## src/rtl/otter_iobus_arbiter.sv

```systemverilog
// -----------------------------------------------------------------------------
// otter_iobus_arbiter
//
// Shares the single OTTER IOBUS between two masters: M0 (OTTER core) and
// M1 (DMA/debug engine). Round-robin arbitration, one transaction at a time.
// Each transaction waits for IOBUS_RDY, with an optional timeout that
// completes the transaction with ERR=1.
//
// Transaction flow: IDLE -> BUS -> DONE -> IDLE. Every output is registered.
//
// Ports
//   CLK, RST                      clock (rising edge), async active-high reset
//   Mx_REQ                        request, held by the master until Mx_ACK
//   Mx_WR / Mx_ADDR / Mx_WDATA    transaction descriptor, latched at grant
//   Mx_ACK                        one-cycle completion pulse
//   RDATA, ERR                    read data / timeout flag, valid in ACK cycle
//   IOBUS_ADDR, IOBUS_OUT         slave address / write data during BUS
//   IOBUS_WR                      write strobe, first BUS cycle only
//   IOBUS_RD                      read strobe, held through BUS
//   IOBUS_IN, IOBUS_RDY           slave read data / completion
//   BUSY                          1 while not IDLE
//   OWNER                         master currently or last granted
// -----------------------------------------------------------------------------
module otter_iobus_arbiter #(
   parameter int TIMEOUT = 15,
   parameter int AW      = 32,
   parameter int DW      = 32
) (
   input  logic          CLK,
   input  logic          RST,
   input  logic          M0_REQ,
   input  logic          M0_WR,
   input  logic [AW-1:0] M0_ADDR,
   input  logic [DW-1:0] M0_WDATA,
   output logic          M0_ACK,
   input  logic          M1_REQ,
   input  logic          M1_WR,
   input  logic [AW-1:0] M1_ADDR,
   input  logic [DW-1:0] M1_WDATA,
   output logic          M1_ACK,
   output logic [DW-1:0] RDATA,
   output logic          ERR,
   output logic [AW-1:0] IOBUS_ADDR,
   output logic [DW-1:0] IOBUS_OUT,
   output logic          IOBUS_WR,
   output logic          IOBUS_RD,
   input  logic [DW-1:0] IOBUS_IN,
   input  logic          IOBUS_RDY,
   output logic          BUSY,
   output logic          OWNER
);

   // Counter only needs to reach TIMEOUT-1; keep at least one bit when the
   // timeout is disabled so the declaration stays legal.
   localparam int CW = (TIMEOUT > 0) ? $clog2(TIMEOUT + 1) : 1;
   localparam logic [CW-1:0] CNT_MAX = (TIMEOUT > 0) ? CW'(TIMEOUT - 1) : '0;

   typedef enum logic [1:0] {
      IDLE = 2'd0,
      BUS  = 2'd1,
      DONE = 2'd2
   } state_t;

   state_t        state, state_next;
   logic          last, last_next;
   logic [CW-1:0] count, count_next;

   logic          m0_ack_next, m1_ack_next;
   logic [DW-1:0] rdata_next;
   logic          err_next;
   logic [AW-1:0] addr_next;
   logic [DW-1:0] out_next;
   logic          wr_next, rd_next;
   logic          busy_next, owner_next;

   // Grant selection and the winning master's descriptor.
   logic          grant;
   logic          g_wr;
   logic [AW-1:0] g_addr;
   logic [DW-1:0] g_wdata;
   logic          complete;

   // ---------------------------------------------------------------------------
   // Next-state and next-output logic
   // ---------------------------------------------------------------------------
   always_comb begin
      // NOTE: every signal written here gets a default first, so no path through
      // the case statement can leave one unassigned and infer a latch.
      state_next  = state;
      last_next   = last;
      count_next  = count;
      m0_ack_next = 1'b0;
      m1_ack_next = 1'b0;
      rdata_next  = RDATA;
      err_next    = ERR;
      addr_next   = IOBUS_ADDR;
      out_next    = IOBUS_OUT;
      wr_next     = 1'b0;
      rd_next     = IOBUS_RD;
      owner_next  = OWNER;
      complete    = 1'b0;

      // On a tie the master that did not win last time gets the bus.
      grant   = (M0_REQ && M1_REQ) ? ~last : M1_REQ;
      g_wr    = grant ? M1_WR    : M0_WR;
      g_addr  = grant ? M1_ADDR  : M0_ADDR;
      g_wdata = grant ? M1_WDATA : M0_WDATA;

      unique case (state)
         IDLE: begin
            if (M0_REQ || M1_REQ) begin
               // IOBUS_ADDR/IOBUS_OUT double as the latched copy of the request,
               // so later changes on the master side are ignored.
               owner_next = grant;
               addr_next  = g_addr;
               out_next   = g_wdata;
               wr_next    = g_wr;
               rd_next    = ~g_wr;
               count_next = '0;
               state_next = BUS;
            end
         end

         BUS: begin
            if (IOBUS_RDY) begin
               // IOBUS_RD is held for the whole of a read, so it also tells us
               // whether this transaction is a read.
               if (IOBUS_RD) rdata_next = IOBUS_IN;
               err_next = 1'b0;
               complete = 1'b1;
            end else if (TIMEOUT != 0 && count == CNT_MAX) begin
               err_next   = 1'b1;
               rdata_next = '0;
               complete   = 1'b1;
            end else if (TIMEOUT != 0) begin
               count_next = count + CW'(1);
            end
         end

         DONE: begin
            last_next  = OWNER;
            state_next = IDLE;
         end

         default: state_next = IDLE;
      endcase

      if (complete) begin
         m0_ack_next = ~OWNER;
         m1_ack_next = OWNER;
         addr_next   = '0;
         out_next    = '0;
         wr_next     = 1'b0;
         rd_next     = 1'b0;
         state_next  = DONE;
      end

      busy_next = (state_next != IDLE);
   end

   // ---------------------------------------------------------------------------
   // State and output registers
   // ---------------------------------------------------------------------------
   always_ff @(posedge CLK or posedge RST) begin
      if (RST) begin
         state      <= IDLE;
         last       <= 1'b1;
         count      <= '0;
         M0_ACK     <= 1'b0;
         M1_ACK     <= 1'b0;
         RDATA      <= '0;
         ERR        <= 1'b0;
         IOBUS_ADDR <= '0;
         IOBUS_OUT  <= '0;
         IOBUS_WR   <= 1'b0;
         IOBUS_RD   <= 1'b0;
         BUSY       <= 1'b0;
         OWNER      <= 1'b0;
      end else begin
         // NOTE: non-blocking assignments so every register samples the values
         // from before this edge, independent of statement order.
         state      <= state_next;
         last       <= last_next;
         count      <= count_next;
         M0_ACK     <= m0_ack_next;
         M1_ACK     <= m1_ack_next;
         RDATA      <= rdata_next;
         ERR        <= err_next;
         IOBUS_ADDR <= addr_next;
         IOBUS_OUT  <= out_next;
         IOBUS_WR   <= wr_next;
         IOBUS_RD   <= rd_next;
         BUSY       <= busy_next;
         OWNER      <= owner_next;
      end
   end

endmodule

```

## config.mk

```make
export PLATFORM = sky130hd
export DESIGN_NAME = otter_iobus_arbiter
export DESIGN_NICKNAME = d
export VERILOG_FILES = /design/src/rtl/otter_iobus_arbiter.sv
export SDC_FILE = /design/constraint.sdc
export NUM_CORES = 1
export LEC_CHECK = 0
export BUFFER_PORTS_ARGS = -buffer_cell sky130_fd_sc_hd__buf_2
export CORE_AREA = 3 3 111 113
export CTS_CLUSTER_DIAMETER = 40
export DETAILED_ROUTE_END_ITERATION = 8
export DIE_AREA = 0 0 114 116
export GPL_TIMING_DRIVEN = 0
export PLACE_DENSITY = 0.87
export SYNTH_ARGS = -nofsm -noshare
export SYNTH_HDL_FRONTEND = slang
export SYNTH_SLANG_ARGS = --single-unit
```

## constraint.sdc

```tcl
create_clock -name CLK -period 5.15 [get_ports CLK]
set_clock_uncertainty 0.2 [all_clocks]
set_input_delay 1.03 -clock CLK [delete_from_list [all_inputs] [get_ports CLK]]
set_output_delay 1.03 -clock CLK [all_outputs]
set_load 0.02 [all_outputs]
```

==> metrics.txt <==
HPWL Detailed=about 11 mm; CTS buffer count=9; Initial Util=0.4435; die width=114 µm; synthesized area per cell=11.51 µm²; crit start category=input pin; Post-synth EDFFs=0; DR DRC count=0; setup bufs post-CTS=0; flops & latches, synth=110; # setup viols final=0; full die area=about 13000 µm²; Worst slew margin=0.5523; Worst setup EP type=register; top-count cell post-synth=dfrtp_1; largest area contributor in the netlist=dfrtp_1; Main synth FF type=dfrtp_1; nets=890; drt wl/cell=17.01 µm; measured slew at the worst slew-check pin=0.6715 ns; met2 Track Usage GR=0.3778; Post-Route WL=14.79 mm; hold_ws=roughly 0.30 ns; via/cell ratio=about 5.3; Peak VDD IR=0.3305 mV; Post-synth top cells=109 x dfrtp_1, 66 x mux2i_1, 65 x nand3_1; vias in the first global route=4452; area delta synth->final=36.32%; CP max FO=10; max frequency=412.9 MHz; clk_lat worst skew=approximately 0.33 ns; gpl congestion=0.8089; initial antenna violation count=0; library cells used by synthesis=33; CTS tree=built; Final Hold Vio Count=0; GR Layer Usage met3=0.04595; first-pass GRT wire length=22.24 mm; Post-synth ARST share=1.000; clock tree buffer depth=2; hold-fix buffers at CTS=0; die height=roughly 120 µm; worst hold path class=reg -> reg; Cell Area, Synth=5064 µm²; Reg clk slew, reported paths=0.07 ns; Core Footprint=11420 µm²; pwr dens=603.3 nW/µm²; IO Port Bufs=approximately 270; outcome=finished clean; DR iter-0 viols=240; total power=around 4.2 mW; Sink Count=110; register area share after synthesis=0.5439; post-route ant nets=0; Fillers=between 900 and 1k; Total GRT Usage=0.2107; CP Class=in -> reg; Leak=~3.7 nW; ratio of cells with drive above 1 in the final layout=0.4518; largest net degree at the start of global routing=59; Core Rows=39; GR peak layer=met2; area occupied by multi-input gates=2021 µm²; Yosys warnings=0; ANT cells=0; met1 Use GR=0.2633; RSZ-0062 raised after global routing=false; Period Utilization, post-route=0.4703; Critical Path RT=5.14 ns; Seq. cell area=roughly 2800 µm²; total gr overflow=0; total of max-cap violations=0; vias post-DR=4595; IO Count=270; crit path DAT=2.41 ns; CTS Root Cell=clkbuf_16; drt pass-1 iters=4; crit path time final=2.422 ns; Synth top area share=0.5387; Final Max Tran Viols=0; Post-Syn Instances=440; htree depth=3; Synth Net Count=609; post-CTS sizing=0; top post-synthesis cells by area=dfrtp_1 54%, mux2i_1 13%, a22o_1 8.8%
registers in the layout, indices dropped and copies added, names as in the netlist:
register    cells
IOBUS_ADDR     32
IOBUS_OUT      32
RDATA          32
count           4
state           2
BUSY            1
ERR             1
IOBUS_RD        1
IOBUS_WR        1
M0_ACK          1
M1_ACK          1
OWNER           1
last            1
cells in the final DEF, fill, tap and decap left out, drive strengths merged:
cell,Yosys,final
a2111oi,3,3
a211o,4,4
a211oi,1,1
a21boi,3,3
a21oi,3,3
a22o,51,51
and3,4,4
buf,30,300
clkbuf,10,20
clkinv,0,4
dfrtp,109,109
dfstp,1,1
ha,2,2
inv,7,9
mux2i,66,66
nand2,2,2
nand2b,1,1
nand3,65,65
nor2,6,6
nor2b,1,1
nor3,1,1
nor3b,1,1
o21ai,68,68
o31ai,1,1
power breakdown:
part / internal (mW) / switching (mW) / total (mW)
sequential: 1.26 / 0.233 / 1.49
combinational: 0.778 / 1.24 / 2.02
clock: 0.345 / 0.314 / 0.660
total: 2.38 / 1.79 / 4.16
final timing paths:
check / start / to / slack [ns] / depth (start not counted)
setup / recovery: M0_REQ / IOBUS_OUT[2] / 2.73 / 6
min in group asynchronous: RST / IOBUS_OUT[14] / 0.59 / 2
hold reg to reg: IOBUS_ADDR[31] / IOBUS_ADDR[31] / 0.30 / 2
hold / removal: IOBUS_ADDR[31] / IOBUS_ADDR[31] / 0.30 / 2
max in group asynchronous: RST / count[2] / 3.45 / 3
setup reg to reg: count[0] / IOBUS_OUT[0] / 3.08 / 9
area by class of cell:
class / instances / share of cell area
Clock buffer: 10 / 0.03462
Tap cell: 143 / 0.02592
Clock inverter: 6 / 0.006525
Inverter: 7 / 0.004169
Multi-Input combinational cell: 283 / 0.2927
Timing Repair Buffer: 270 / 0.1990
Sequential cell: 110 / 0.3989
Buffer: 40 / 0.03806
logic make-up after synthesis:
logic type               share of synthesized area
AO/OA/AOI/OAI                               0.1816
adder cells (fa/ha/maj)                   0.004941
buffers and inverters                      0.05708
flip-flops                                  0.5439
multiplexers                                0.1305
AND/OR/NAND/NOR                            0.08204
routing by layer:
metal	wire length [µm]	up-vias
met2	7538	189
met1	5926	2192
li1	-	2195
met4	213	0
met5	0	-
met3	1106	19
stage by stage:
step | cells | utilization | setup slack (ns) | setup TNS [ns] | area, µm²
floorplan | 440 | - | 1.019 | 0 | 5064
finish | 869 | 0.6045 | 2.728 | 0 | 6903
detailed placement | 853 | 0.5797 | 2.373 | 0 | 6619
global route | 869 | 0.6045 | 2.647 | 0 | 6903
CTS | 869 | 0.6045 | 2.725 | 0 | 6903
global placement | 852 | 0.5770 | -0.1524 | -15.88 | 6589
critical path, stage by stage:
cell and delay, ns:
buf_2 0.11, a21boi_2 0.22, buf_4 0.29, buf_4 0.30, mux2i_1 0.36, o21ai_1 0.09
Note: power is estimated with default switching activity, not from simulation.
